<file path="src/rtl/insmem_loader_pkg.sv">
// Shared definitions for the instruction-memory loader and the fetch/decode path.
package insmem_loader_pkg;

  // Instruction memory geometry
  localparam int INSMEM_DEPTH    = 256;
  localparam int BYTES_PER_INSTR = 4;

  // RISC-V major opcodes used by the fetch/decode path
  localparam logic [6:0] OP_R   = 7'b0110011;
  localparam logic [6:0] OP_I   = 7'b0010011;
  localparam logic [6:0] OP_LD  = 7'b0000011;
  localparam logic [6:0] OP_SD  = 7'b0100011;
  localparam logic [6:0] OP_BEQ = 7'b1100011;

  // Loader session states
  typedef enum logic [1:0] {
    ST_IDLE,
    ST_ACCEPT,
    ST_WRITE,
    ST_DONE
  } loader_state_t;

  // Major opcode field of an instruction word
  function automatic logic [6:0] opcode_of(input logic [31:0] instr);
    return instr[6:0];
  endfunction

endpackage

</file>
<file path="src/rtl/insmem_byte_serializer.sv">
// Holds one 32-bit instruction word and walks it out LSB-first, one byte per step.
module insmem_byte_serializer
  import insmem_loader_pkg::*;
(
  input  logic        clk,
  input  logic        reset,
  input  logic        load,
  input  logic        advance,
  input  logic [31:0] word,
  output logic [1:0]  byte_idx,
  output logic [7:0]  byte_data,
  output logic        last_byte
);

  logic [31:0] word_q;

  // Capture a new word on load, otherwise step the byte index while writing
  always_ff @(posedge clk or posedge reset) begin
    // NOTE: sequential state uses non-blocking assignments so every register
    // samples the pre-edge values, independent of statement order.
    if (reset) begin
      word_q   <= '0;
      byte_idx <= '0;
    end else if (load) begin
      word_q   <= word;
      byte_idx <= '0;
    end else if (advance) begin
      byte_idx <= byte_idx + 2'd1;
    end
  end

  assign byte_data = word_q[8*byte_idx +: 8];
  assign last_byte = (byte_idx == 2'(BYTES_PER_INSTR - 1));

endmodule

</file>
<file path="src/rtl/insmem_loader.sv">
// Streams 32-bit instruction words into the byte-wide instruction memory,
// little-endian, tracking the cursor and flagging capacity exhaustion.
module insmem_loader
  import insmem_loader_pkg::*;
#(
  parameter  int ADDR_W    = 8,
  parameter  int WORD_W    = 32,
  parameter  int MAX_WORDS = 64,
  localparam int CNT_W     = $clog2(MAX_WORDS + 1)
) (
  input  logic              clk,
  input  logic              reset,
  input  logic              start,
  input  logic [ADDR_W-1:0] base_addr,
  input  logic              word_valid,
  output logic              word_ready,
  input  logic [WORD_W-1:0] word_data,
  input  logic              word_last,
  output logic              mem_we,
  output logic [ADDR_W-1:0] mem_addr,
  output logic [7:0]        mem_wdata,
  output logic              busy,
  output logic              done,
  output logic              err,
  output logic [CNT_W-1:0]  word_count
);

  localparam logic [ADDR_W-1:0] ALIGN_MASK = ~ADDR_W'(BYTES_PER_INSTR - 1);
  localparam logic [ADDR_W-1:0] WORD_STEP  = ADDR_W'(BYTES_PER_INSTR);
  localparam logic [CNT_W-1:0]  FINAL_SLOT = CNT_W'(MAX_WORDS - 1);

  loader_state_t     state, next_state;
  logic [ADDR_W-1:0] cursor;
  logic [ADDR_W-1:0] addr_hold;
  logic [7:0]        data_hold;
  logic              last_q;
  logic              start_take;
  logic              accept;
  logic              writing;
  logic [1:0]        byte_idx;
  logic [7:0]        byte_data;
  logic              last_byte;
  logic [ADDR_W-1:0] cur_addr;

  assign start_take = start && (state == ST_IDLE || state == ST_DONE);
  assign accept     = word_valid && (state == ST_ACCEPT);
  assign writing    = (state == ST_WRITE);
  assign cur_addr   = cursor + ADDR_W'(byte_idx);

  insmem_byte_serializer u_ser (
    .clk       (clk),
    .reset     (reset),
    .load      (accept),
    .advance   (writing),
    .word      (word_data),
    .byte_idx  (byte_idx),
    .byte_data (byte_data),
    .last_byte (last_byte)
  );

  // State register
  always_ff @(posedge clk or posedge reset) begin
    if (reset) state <= ST_IDLE;
    else       state <= next_state;
  end

  // Next-state logic
  always_comb begin
    // NOTE: default first so every path assigns next_state and no latch is inferred.
    next_state = state;
    unique case (state)
      ST_IDLE:   if (start) next_state = ST_ACCEPT;
      ST_ACCEPT: if (word_valid) next_state = ST_WRITE;
      ST_WRITE: begin
        if (last_byte) begin
          if (last_q || word_count == FINAL_SLOT) next_state = ST_DONE;
          else                                    next_state = ST_ACCEPT;
        end
      end
      ST_DONE:   if (start) next_state = ST_ACCEPT;
      default:   next_state = ST_IDLE;
    endcase
  end

  // Session cursor, word counter, sticky overflow and write-port hold registers
  always_ff @(posedge clk or posedge reset) begin
    if (reset) begin
      cursor     <= '0;
      word_count <= '0;
      err        <= 1'b0;
      last_q     <= 1'b0;
      addr_hold  <= '0;
      data_hold  <= '0;
    end else begin
      if (start_take) begin
        cursor     <= base_addr & ALIGN_MASK;
        word_count <= '0;
        err        <= 1'b0;
      end
      if (accept) last_q <= word_last;
      if (writing) begin
        addr_hold <= cur_addr;
        data_hold <= byte_data;
        if (last_byte) begin
          cursor     <= cursor + WORD_STEP;
          word_count <= word_count + 1'b1;
          // Memory filled without a terminating word: the stream overran capacity
          err        <= err | (!last_q && word_count == FINAL_SLOT);
        end
      end
    end
  end

  // Write port is live only in WRITE; otherwise it shows the last written byte
  assign mem_we     = writing;
  assign mem_addr   = writing ? cur_addr  : addr_hold;
  assign mem_wdata  = writing ? byte_data : data_hold;
  assign word_ready = (state == ST_ACCEPT);
  assign busy       = (state == ST_ACCEPT) || writing;
  assign done       = (state == ST_DONE);

endmodule

</file>
<file path="config.mk">
export PLATFORM = sky130hd
export DESIGN_NAME = insmem_loader
export DESIGN_NICKNAME = d
export VERILOG_FILES = /design/src/rtl/insmem_loader_pkg.sv /design/src/rtl/insmem_byte_serializer.sv /design/src/rtl/insmem_loader.sv
export SDC_FILE = /design/constraint.sdc
export NUM_CORES = 1
export LEC_CHECK = 0
export BUFFER_PORTS_ARGS = -buffer_cell sky130_fd_sc_hd__buf_4
export CORE_ASPECT_RATIO = 0.9
export CORE_UTILIZATION = 58
export DETAILED_ROUTE_END_ITERATION = 8
export GPL_TIMING_DRIVEN = 0
export PLACE_DENSITY = 0.85
export SETUP_SLACK_MARGIN = 0.05
export SYNTH_ARGS = -nofsm -noshare
export SYNTH_HDL_FRONTEND = slang
export SYNTH_SLANG_ARGS = --single-unit
</file>
<file path="constraint.sdc">
create_clock -name clk -period 5.2 [get_ports clk]
set_clock_uncertainty 0.15 [all_clocks]
set_input_delay 1.04 -clock clk [delete_from_list [all_inputs] [get_ports clk]]
set_output_delay 1.04 -clock clk [all_outputs]
set_load 0.005 [all_outputs]
</file>
==> flow_metrics.py <==
metrics = {
    "setup_path": {
        "path_cells": "buf_2 > inv_1 > fa_1 > nor2b_1 > xnor2_1 > a21oi_1 > buf_4",
        "worstPathArrival_ns": 2.16,
        "r2r_end": "addr_hold[4]",
        "endpoint_kind": "output port",
        "crit_type": "reg2out",
        "crit_buf_inv": 3,
        "rrSetupSlack_ns": 3.27,
        "worst_setup_path_start_kind": "flip-flop",
        "required_ns": 4.01,
        "worst_path_max_delay_cell": "fa_1",
        "path_delay_family": "buffers and inverters",
        "slowest_delay_ns": 0.46,
        "path_max_fanout": 10,
        "timing.rr.start": "u_ser.byte_idx[1]",
        "reg2reg_depth": 6,
    },
    "placement": {
        "gp_congestion": 0.7898,
        "placed_cell_area_sq_um": 3819,
        "dp_hpwl_microns": 4476,
        "dp_cells": 379,
        "portBuffers": 70,
    },
    "global_route": {
        "top_usage_layer": "met2",
        "grt_use_met1": 0.3419,
        "met3_usage": 0.07296,
        "grt_max_degree": 70,
        "overflow": 0,
        "grt_pass1_vias": 2238,
        "use_met2": 0.3832,
        "grt_pass1_wl_microns": 10730,
        "antenna_found_initial": 0,
        "globalRouteTotalUtil": 0.2511,
    },
    "final_layout": {
        "postLayoutCellArea_sq_um": 3995,
        "area_growth_pct": 24.58,
        "final_core_utilization": 0.7557,
        "fin_cells": 395,
        "n_antenna_cell": 0,
        "fin_nets": 377,
        "drive_above_1_share": 0.4634,
    },
    "clock_tree": {
        "cts_root_buffer": "clkbuf_8",
        "cts.sinks": 69,
        "post_cts_buffers": 0,
        "cts_buffer_depth": 2,
        "cts_tree": "done",
        "holdBufCountCts": 0,
        "htreeDepth": 3,
        "clk_pin_slew_ns": 0.07,
        "clk_latency_ns": 0.34,
        "ctsResizeCount": 0,
        "numCtsBuffers": 9,
    },
    "synthesis": {
        "syn_nets": 296,
        "synth-seq-area-share": 0.5384,
        "synth_flop_cell": "dfrtp_1",
        "ys_warn_count": 0,
        "mappedNetlistArea_sq_um": 3207,
        "synth_cell_type_count": 42,
        "ys_ff_latch": 69,
        "syn_area_per_cell_sq_um": 13.25,
        "synthCells": 242,
        "synth-edff-count": 0,
        "async_reset_ff_frac": 1.000,
    },
    "floorplan": {
        "die-area_sq_um": 5831,
        "dieHeight_microns": 72.54,
        "start_util": 0.6066,
        "ios": 73,
        "die_w_microns": 80.38,
        "rows": 25,
        "fp.coreArea_sq_um": 5286,
    },
    "route": {
        "dr.first_iter.drc_count": 155,
        "via_per_inst": 5.663,
        "routedWlPerCell_microns": 16.62,
        "drc": 0,
        "routed_wl_microns": 6564,
        "num_vias": 2237,
        "postRouteAntennaNets": 0,
        "drt_pass1_iterations": 4,
    },
    "timing": {
        "min_period_ns": 3.348,
        "tns_ns": 0,
        "finalCritPeriodShare": 0.6438,
        "clock.fmax_mhz": 298.7,
        "setup_violations": 0,
        "hold_viol_final": 0,
        "drv_slew": 0,
        "max_slew_margin": 0.4523,
        "tightestPinTransition_ns": 0.8215,
        "whs_ns": 0.3450,
        "rsz0062_at_grt": "false",
    },
    "pwr": {
        "ir_drop_mv": 0.3053,
        "cellLeakagePower_nw": 1.840,
        "power_per_cell_area_nw_per_um2": 579.6,
    },
    "min_path": {
        "min_from": "cursor[0]",
        "min_to": "cursor[0]",
        "min_path_type": "reg2reg",
        "min_path_cells": 1,
    },
    "flow_run": {
        "drv_cap": 0,
    },
    "run_status": {
        "status": "completed",
    },
}
==> cells by family after synthesis <==
kind of cell,Yosys count,share of synthesized area
fa+ha+maj,9,0.03746
xor+xnor,8,0.02185
mux,53,0.2228
flops,69,0.5384
buf+inv,18,0.02809
compound gates,39,0.08194
simple gates,46,0.06945
==> layout make-up <==
class | count | area (sq um)
clock inverters | 6 | 38.79
multi-input cells | 155 | 1390
fillers | 340 | 1291
flip-flops and latches | 69 | 1727
clock buffers | 10 | 137.6
repair buffers | 70 | 525.5
inverters | 9 | 36.28
well taps | 67 | 83.83
plain buffers | 9 | 56.30
==> cell usage after synthesis, types with 2 or more instances <==
cell,count,share of area
dfrtp_1,69,0.54
mux2_2,35,0.12
nor2_1,15,0.018
o21ai_0,12,0.019
a21oi_1,11,0.017
inv_1,9,0.011
nand2_1,9,0.011
ha_1,8,0.031
mux2_4,8,0.037
mux4_2,8,0.056
xnor2_1,7,0.019
buf_2,6,0.0094
nand3_1,5,0.0078
nor3_1,5,0.0078
nor2b_1,3,0.0059
a21o_1,2,0.0047
a221o_1,2,0.0062
buf_6,2,0.0070
mux2i_1,2,0.0062
o211ai_1,2,0.0047
==> registers in the layout (all words and copies together) (netlist names) <==
name            flops
addr_hold           8
cursor              8
data_hold           8
err                 1
last_q              1
state               2
u_ser.byte_idx      2
u_ser.word_q       32
word_count          7
==> where the power goes <==
| part | switching (mW) | leakage, nW | internal, mW |
|---|---|---|---|
| Clock | 0.204 | 0.0880 | 0.184 |
| Sequential | 0.138 | 0.834 | 0.774 |
| Combinational | 0.425 | 0.918 | 0.590 |
==> layer usage <==
layer  routed length (microns)  vias to the layer above
met1                      2971                     1135
met5                         0                        -
met2                      3225                       59
met4                        63                        0
met3                       304                        6
li1                          -                     1037
==> cell usage in the layout, fill, tap and decap left out, types with 3 or more instances in the layout <==
cell type and n:
a21oi_1 11, buf_2 6, buf_4 70, clkbuf_8 10, clkinv_2 3, dfrtp_1 69, ha_1 8, inv_1 8
mux2_2 35, mux2_4 8, mux4_2 8, nand2_1 9, nand3_1 5, nor2_1 15, nor2b_1 3, nor3_1 5
o21ai_0 12, xnor2_1 7
==> per-stage QoR <==
step           power (mW)  setup WS [ns]
2_1_floorplan       1.569          2.270
3_3_place_gp        1.881          1.454
3_5_place_dp        1.932          2.230
4_1_cts             2.330          1.804
5_1_grt             2.468          1.713
6_report            2.316          1.852
==> worst max-delay path by stage <==
stage                       from               end  slack, ns  cells past startpoint
2_1_floorplan              reset      addr_hold[0]       2.27                      1
3_3_place_gp               reset  u_ser.word_q[18]       1.45                      2
3_5_place_dp   u_ser.byte_idx[1]       mem_addr[4]       2.23                      7
4_1_cts        u_ser.byte_idx[1]       mem_addr[4]       1.80                      7
5_1_grt        u_ser.byte_idx[1]       mem_addr[4]       1.71                      7
6_report       u_ser.byte_idx[1]       mem_addr[4]       1.85                      7
Note: power is estimated with default switching activity, not from simulation.
